`src/rtl/pipe_ctrl_pkg.sv`:
```
// Shared definitions for the pipeline controller: state and forwarding codes,
// register-address width, PC index and branch-penalty bounds.
package pipe_ctrl_pkg;

   localparam int unsigned REGAW = 4;
   localparam logic [REGAW-1:0] PC_IDX = 4'd15;

   localparam int unsigned BR_PENALTY_MIN = 1;
   localparam int unsigned BR_PENALTY_MAX = 3;

   typedef enum logic [1:0] {
      ST_RUN     = 2'd0,
      ST_BRANCH  = 2'd1,
      ST_MEMWAIT = 2'd2,
      ST_ILLEGAL = 2'd3
   } state_t;

   typedef enum logic [1:0] {
      FWD_RF  = 2'b00,
      FWD_EX  = 2'b01,
      FWD_MEM = 2'b10
   } fwd_sel_t;

   // Cycles spent in BRANCH after the redirect cycle; out-of-range penalties are clamped.
   function automatic logic [1:0] br_reload(input int unsigned penalty);
      int unsigned p;
      p = penalty;
      if (p < BR_PENALTY_MIN) p = BR_PENALTY_MIN;
      if (p > BR_PENALTY_MAX) p = BR_PENALTY_MAX;
      return 2'(p - 1);
   endfunction

endpackage

```
`src/rtl/pipe_ctrl_fwdsel.sv`:
```
// Forwarding-source select for one ID-stage source operand.
module pipe_ctrl_fwdsel
   import pipe_ctrl_pkg::*;
(
   input  logic             src_used,
   input  logic [REGAW-1:0] src_a,
   input  logic             ex_v,
   input  logic             ex_we,
   input  logic             ex_ld,
   input  logic [REGAW-1:0] ex_rd,
   input  logic             mem_v,
   input  logic             mem_we,
   input  logic [REGAW-1:0] mem_rd,
   output logic [1:0]       sel
);

   // A load in EX has no data yet; that case is covered by the load-use stall.
   always_comb begin
      sel = FWD_RF;
      if (src_used && (src_a != PC_IDX)) begin
         if (ex_v && ex_we && !ex_ld && (src_a == ex_rd))
            sel = FWD_EX;
         else if (mem_v && mem_we && (src_a == mem_rd))
            sel = FWD_MEM;
      end
   end

endmodule

```
`src/rtl/pipe_ctrl.sv`:
```
// Pipeline hazard controller: stage enables, flushes, forwarding selects,
// branch penalty / memory-wait FSM and a saturating stall counter.
module pipe_ctrl
   import pipe_ctrl_pkg::*;
#(
   parameter int unsigned BR_PENALTY = 2,
   parameter int unsigned STALLCNT_W = 16
) (
   input  logic                  clk,
   input  logic                  rst_n,
   input  logic                  id_valid_in,
   input  logic [REGAW-1:0]      id_rn_a_in,
   input  logic [REGAW-1:0]      id_rm_a_in,
   input  logic [REGAW-1:0]      id_rd_a_in,
   input  logic                  id_rm_used_in,
   input  logic                  id_reg_we_in,
   input  logic                  id_ib_in,
   input  logic                  id_ldstr_in,
   input  logic                  ex_cond_pass_in,
   input  logic                  mem_ready_in,
   output logic                  pc_we_out,
   output logic                  pc_sel_out,
   output logic                  ifid_we_out,
   output logic                  ifid_flush_out,
   output logic                  idex_we_out,
   output logic                  idex_bubble_out,
   output logic                  exmem_we_out,
   output logic [1:0]            fwd_rn_sel_out,
   output logic [1:0]            fwd_rm_sel_out,
   output logic [1:0]            state_out,
   output logic [STALLCNT_W-1:0] stall_cnt_out
);

   localparam logic [1:0] BR_RELOAD = br_reload(BR_PENALTY);

   state_t           state_q, state_d;
   logic [1:0]       br_cnt_q, br_cnt_d;

   logic             ex_v, ex_we, ex_ld, ex_br;
   logic [REGAW-1:0] ex_rd;
   logic             mem_v, mem_we, mem_ldstr;
   logic [REGAW-1:0] mem_rd;

   logic             hold, taken, pending, load_use;

   assign hold     = mem_v & mem_ldstr & ~mem_ready_in;
   assign taken    = ex_v & ex_br & ex_cond_pass_in;
   assign pending  = (br_cnt_q != 2'd0);
   assign load_use = id_valid_in & ex_v & ex_ld & ex_we &
                     ((id_rn_a_in == ex_rd) | (id_rm_used_in & (id_rm_a_in == ex_rd)));

   // The remaining penalty lives in br_cnt_q, so a memory wait freezes it and
   // the flush sequence resumes once the access completes.
   always_comb begin
      pc_we_out       = 1'b0;
      pc_sel_out      = 1'b0;
      ifid_we_out     = 1'b0;
      ifid_flush_out  = 1'b0;
      idex_we_out     = 1'b0;
      idex_bubble_out = 1'b0;
      exmem_we_out    = 1'b0;
      br_cnt_d        = br_cnt_q;
      if (rst_n && !hold) begin
         idex_we_out  = 1'b1;
         exmem_we_out = 1'b1;
         if (taken) begin
            pc_we_out       = 1'b1;
            pc_sel_out      = 1'b1;
            ifid_we_out     = 1'b1;
            ifid_flush_out  = 1'b1;
            idex_bubble_out = 1'b1;
            br_cnt_d        = BR_RELOAD;
         end else if (pending) begin
            pc_we_out       = 1'b1;
            ifid_we_out     = 1'b1;
            ifid_flush_out  = 1'b1;
            idex_bubble_out = 1'b1;
            br_cnt_d        = br_cnt_q - 2'd1;
         end else if (load_use) begin
            idex_bubble_out = 1'b1;
         end else begin
            pc_we_out   = 1'b1;
            ifid_we_out = 1'b1;
         end
      end
   end

   always_comb begin
      if (state_q == ST_ILLEGAL)
         state_d = ST_RUN;
      else if (hold)
         state_d = ST_MEMWAIT;
      else if (br_cnt_d != 2'd0)
         state_d = ST_BRANCH;
      else
         state_d = ST_RUN;
   end

   always_ff @(posedge clk or negedge rst_n) begin
      if (!rst_n) begin
         state_q  <= ST_RUN;
         br_cnt_q <= '0;
      end else begin
         state_q  <= state_d;
         br_cnt_q <= br_cnt_d;
      end
   end

   always_ff @(posedge clk or negedge rst_n) begin
      if (!rst_n) begin
         ex_v      <= 1'b0;
         ex_we     <= 1'b0;
         ex_ld     <= 1'b0;
         ex_br     <= 1'b0;
         ex_rd     <= '0;
         mem_v     <= 1'b0;
         mem_we    <= 1'b0;
         mem_ldstr <= 1'b0;
         mem_rd    <= '0;
      end else begin
         if (idex_we_out) begin
            ex_v  <= id_valid_in & ~idex_bubble_out;
            ex_we <= id_reg_we_in;
            ex_ld <= id_ldstr_in;
            ex_br <= id_ib_in;
            ex_rd <= id_rd_a_in;
         end
         if (exmem_we_out) begin
            mem_v     <= ex_v;
            mem_we    <= ex_we;
            mem_ldstr <= ex_ld;
            mem_rd    <= ex_rd;
         end
      end
   end

   always_ff @(posedge clk or negedge rst_n) begin
      if (!rst_n)
         stall_cnt_out <= '0;
      else if (!pc_we_out && (stall_cnt_out != '1))
         stall_cnt_out <= stall_cnt_out + STALLCNT_W'(1);
   end

   assign state_out = state_q;

   pipe_ctrl_fwdsel u_fwd_rn (
      .src_used (1'b1),
      .src_a    (id_rn_a_in),
      .ex_v     (ex_v),
      .ex_we    (ex_we),
      .ex_ld    (ex_ld),
      .ex_rd    (ex_rd),
      .mem_v    (mem_v),
      .mem_we   (mem_we),
      .mem_rd   (mem_rd),
      .sel      (fwd_rn_sel_out)
   );

   pipe_ctrl_fwdsel u_fwd_rm (
      .src_used (id_rm_used_in),
      .src_a    (id_rm_a_in),
      .ex_v     (ex_v),
      .ex_we    (ex_we),
      .ex_ld    (ex_ld),
      .ex_rd    (ex_rd),
      .mem_v    (mem_v),
      .mem_we   (mem_we),
      .mem_rd   (mem_rd),
      .sel      (fwd_rm_sel_out)
   );

endmodule

```
`config.mk`:
```
export PLATFORM = sky130hd
export DESIGN_NAME = pipe_ctrl
export DESIGN_NICKNAME = d
export VERILOG_FILES = /design/src/rtl/pipe_ctrl_pkg.sv /design/src/rtl/pipe_ctrl_fwdsel.sv /design/src/rtl/pipe_ctrl.sv
export SDC_FILE = /design/constraint.sdc
export NUM_CORES = 1
export LEC_CHECK = 0
export CAP_MARGIN = 10
export CORE_ASPECT_RATIO = 1.75
export CORE_UTILIZATION = 48
export CTS_CLUSTER_DIAMETER = 150
export CTS_CLUSTER_SIZE = 24
export DETAILED_ROUTE_END_ITERATION = 7
export GPL_TIMING_DRIVEN = 1
export PLACE_DENSITY = 0.89
export SYNTH_ARGS = -nofsm -noshare
export SYNTH_HDL_FRONTEND = slang
export SYNTH_SLANG_ARGS = --single-unit
```
`constraint.sdc`:
```
create_clock -name clk -period 3.1 [get_ports clk]
set_input_delay 0.93 -clock clk [delete_from_list [all_inputs] [get_ports clk]]
set_output_delay 0.93 -clock clk [all_outputs]
set_load 0.02 [all_outputs]
```
* Yosys cells after proc, flatten, opt, wreduce, memory -nomap -nowiden
Cells that the tools add are included.
** Word-level totals
- Memory bits (read-only) :: 0
- Memories kept :: 0
- Input bits :: 21
- Register bits after elaboration :: 35
- Bits in writable memories :: 0
- Latch bits :: 0
** Operators by class
- Bitwise operators :: 13
- Multiplexer cells :: 26
- Divide/modulo/power cells :: 0
- Eq/ne operators :: 8
- $add $sub $neg :: 2
- $lt $le $gt $ge :: 0
- Shifts and indexed selects :: 0
- $mul :: 0
- Reduce and logical (&&, ||, !) cells :: 15
** Operators with widths (count)
- 2-to-1 mux 2 bit :: 11
- adder 16 x 1 -> 16 bit, second input constant :: 1
- equality test 4 bit :: 4
- != test 16 bit, second input constant :: 1
- 2-to-1 mux 1 bit :: 15
- AND 1 bit :: 10
- logical AND 1 bit :: 10
- != test 4 bit, second input constant :: 2
- nonzero test 2 bit :: 2
- zero test 1 bit :: 3
- equality test 2 bit, second input constant :: 1
- NOT 1 bit :: 2
- subtractor 2 x 1 -> 2 bit, second input constant :: 1
- OR 1 bit :: 1

* Depth between registers and ports, before layout
- Depth in word-level cells :: 10
- Depth in mapped cells :: 7

* Cells and area by module
A second synthesis with hierarchy kept.
** Unflattened totals
- Cells, all modules :: 212
- Area, all modules :: 1975.6 µm²
** By module, submodules not included
- pipe_ctrl :: cells an instance 178, area each 1727.9 µm², instances 1
- pipe_ctrl_fwdsel :: cells an instance 17, area each 123.9 µm², instances 2

* Worst setup path before layout
Ideal clock, no wire load.
- Kind :: input port to output port
- Start :: in mem_ready_in
- End :: out idex_bubble_out
- Slack :: 0.045 ns
- Stages on the path :: 6
- Data arrival time :: 2.125 ns
- Cell sequence :: nand3b_1 nand2_1 inv_1 clkbuf_1 nand2_1 nor2_1
** Between the ends
- Word-level cells in the longest chain between the ends :: 5
** Ends and longest elaborated chain
- start: declaration :: line pipe_ctrl.sv:20 : input logic mem_ready_in,
- NOT 1 bit :: line pipe_ctrl.sv:46 : assign hold = mem_v & mem_ldstr & ~mem_ready_in;
- AND 1 bit :: line pipe_ctrl.sv:46
- zero test 1 bit :: line pipe_ctrl.sv:63 : if (rst_n && !hold) begin
- logical AND 1 bit :: line pipe_ctrl.sv:63
- 2-to-1 mux 1 bit :: line pipe_ctrl.sv:63
- end: declaration :: line pipe_ctrl.sv:26 : output logic idex_bubble_out,
No other way between the ends.

* Worst setup path after layout
- Start :: in mem_ready_in
- End :: out idex_we_out
** Between the ends
- Word-level cells in the longest chain between the ends :: 5
** Ends and longest elaborated chain
- NOT 1 bit :: line pipe_ctrl.sv:46
- AND 1 bit :: line pipe_ctrl.sv:46
- zero test 1 bit :: line pipe_ctrl.sv:63
- logical AND 1 bit :: line pipe_ctrl.sv:63
- 2-to-1 mux 1 bit :: line pipe_ctrl.sv:63
- end: declaration :: line pipe_ctrl.sv:25 : output logic idex_we_out,
No other way between the ends.

==> out/metrics.yaml <==
clock_sinks: 35
cp_slowest_cell: "clkdlybuf4s50_1"
tightest_slew_ps: 439
path_cells: "clkdlybuf4s50_1, nand3b_1, nand2_2, inv_1, buf_4, buf_2"
cpPeakStageDelay_ps: 450
seq_area_frac_synth_pct: 46.0
num_io_pins: 50
ys_types: 38
drtAntennaViolNets: 0
setup_viol: 0
fp.dieW_um: 49.6
cts_made_buffers: 5
min_path_type: "reg -> reg"
fin_crit_sh_pct: 98.5
synth_seq_cells: 35
n_antenna_cell: 0
multiInputGateArea_um2: 1060
yosys_warnings: 0
clockRootBuffer: "clkbuf_8"
ys_async_sr_fraction_pct: 100
antenna_found_initial: 0
grt_max_degree: 36
fin_ws_ps: 46.0
fin_nets: 274
clock.fmax_ghz: 0.327
core_area_um2: 3830
vias: 1634
period_needed_ps: 3050
grt_pass1_vias: 1736
initial_core_util_pct: 49.7
ys.flop_type: "dfrtp_1"
clockBufferDepth: 2
vias_per_cell: 5.43
cp_data_required_time_ps: 2170
area_growth_pct: 44.3
rows: 30
cts_tree: "yes"
synth_edf_count: 0
drtIter0Drc: 31
fin_area_um2: 2750
crit_buf_inv: 4
ir_drop_mv: 0.452
hold_depth: 1
wl_per_cell_um: 15.8
power_uw: 1550
cp_max_fo: 9
place.gp.congestion: 0.892
synth_area_leader_cell: "dfrtp_1"
die_h_um: 85.3
totalWireLength_um: 4750
drc: 0
synth_top_area_share_pct: 46.0
drtPass1Iterations: 4
syn_avg_cell_area_um2: 11.1
finalHoldViolCount: 0
grt-ovfl-total: 0
critPathTopFamily: "buffers and inverters"
p_leak_uw: 0.00121
synth_area_leaders: "dfrtp_1 (46%), mux2_2 (8.3%), xnor2_1 (8.3%)"
synth_area_um2: 1900
hold_buffers: 0
track_usage_pct: 24.9
start_kind: "input port"
die_area_um2: 4230
synth_cells: 172
cp.arrival_ps: 2120
slew_viol_final: 0
cp-end-kind: "primary output"
dpl_cell_area_um2: 2550
slew_headroom_pct: 70.7
fin_util_pct: 71.8
maxCapViolations: 0
synth_common_cells: "dfrtp_1 (35), nand2_1 (18), xnor2_1 (18), mux2_2 (14), xor2_1 (10)"
io_buffers: 49
r2r_cells: 16
syn-num-nets: 194
outcome: "completed"
clk_latency_ps: 280
tns_ps: 0
fillers: 285
cts-htree-levels: 2
cp.depth: 6
p_per_area_nw_per_um2: 563
pre_cts_slack_ps: -727
layout-drive-gt1-share_pct: 35.6
dp_hpwl_um: 3430
skew_ps: 6.84
clk_pin_slew_worst_paths_ps: 60
synth_most_common_cell: "dfrtp_1"
worstSetupPathType: "in -> out"
grt_pass1_wl_um: 7940
ff_latch_area_um2: 876
[cell usage in the layout (no fill, tap or decap), drive strengths merged, types with 5 or more instances in the layout]
cell           count
buf               42
dfrtp             35
clkdlybuf4s50     28
xnor2             18
nand2             18
mux2              17
clkbuf            13
xor2              10
nand3              9
and3               9
nor2               7
o211ai             6
o2111ai            6
o21ai              5
[cells by family (layout without fill, tap and decap cells)]
group                      after synthesis  in the layout  share of synthesized area (%)
and+or+nand+nor                         56             56                           15.8
DFF                                     35             35                           46.0
xor gates and xnor gates                28             28                           12.9
AOI/OAI and AO/OA                       26             26                           11.3
muxes                                   17             17                           10.2
buffers and inverters                    9             90                           3.15
adders and majority gates                1              1                          0.657
[what timing repair did]
item                                    CTS  global route
pin swaps                                 7             6
gates resized for setup                  71            23
buffers inserted                         11             0
endpoints found under the setup margin   11            10
[stage by stage]
| step | cells | hold slack (ps) |
|---|---|---|
| after global placement | 282 | 460 |
| after CTS | 301 | 488 |
| after detailed placement | 282 | 480 |
| after global routing | 301 | 525 |
| after floorplan | 172 | 480 |
| final | 301 | 485 |
[final cells by class]
cell class | instances | area share, %
inverter | 2 | 0.273
timing repair buffer | 80 | 24.0
clock buffer | 7 | 2.78
tap | 48 | 2.19
clock inverter | 1 | 0.182
sequential | 35 | 31.9
multi-input combinational | 128 | 38.7
[worst reg2reg max path, stage by stage (launching register included)]
cell	delay (ps)
dfrtp_1	460
xor2_2	250
nor4_4	80
buf_4	140
a211oi_2	230
nor2_2	90
buf_4	140
buf_4	120
buf_4	120
buf_4	130
buf_4	120
buf_4	120
buf_4	120
buf_4	120
buf_4	120
buf_4	120
a21oi_1	100
[power breakdown]
part | internal, uW | switching (uW) | leakage (uW)
registers | 556 | 126 | 0.000442
clock network | 157 | 150 | 0.0000422
logic | 299 | 259 | 0.000724
total | 1010 | 535 | 0.00121
[final timing paths]
path	endpoint	start	slack [ps]
max in group asynchronous	stall_cnt_out[5]	rst_n	1640
min reg2reg	state_out[1]	state_out[0]	490
min in group asynchronous	ex_br	rst_n	1140
min	state_out[1]	state_out[0]	490
max	idex_we_out	mem_ready_in	50
max reg2reg	ex_v	ex_rd[1]	450
[routing by layer]
layer / vias up / routed length [um] / track usage [%]
li1: 776 / - / -
met1: 796 / 1760 / 26.8
met2: 51 / 2700 / 46.4
met3: 11 / 163 / 3.41
met4: 0 / 118 / 11.4
met5: - / 0 / 0
[sequential cells by signal, summed over array words and instances, names as in the netlist]
name	cells
ex_ld	1
ex_v	1
mem_ldstr	1
br_cnt_q	2
state_out	2
mem_we	1
ex_we	1
ex_br	1
ex_rd	4
mem_v	1
stall_cnt_out	16
mem_rd	4
No activity file was read; power rests on OpenSTA's default activity.
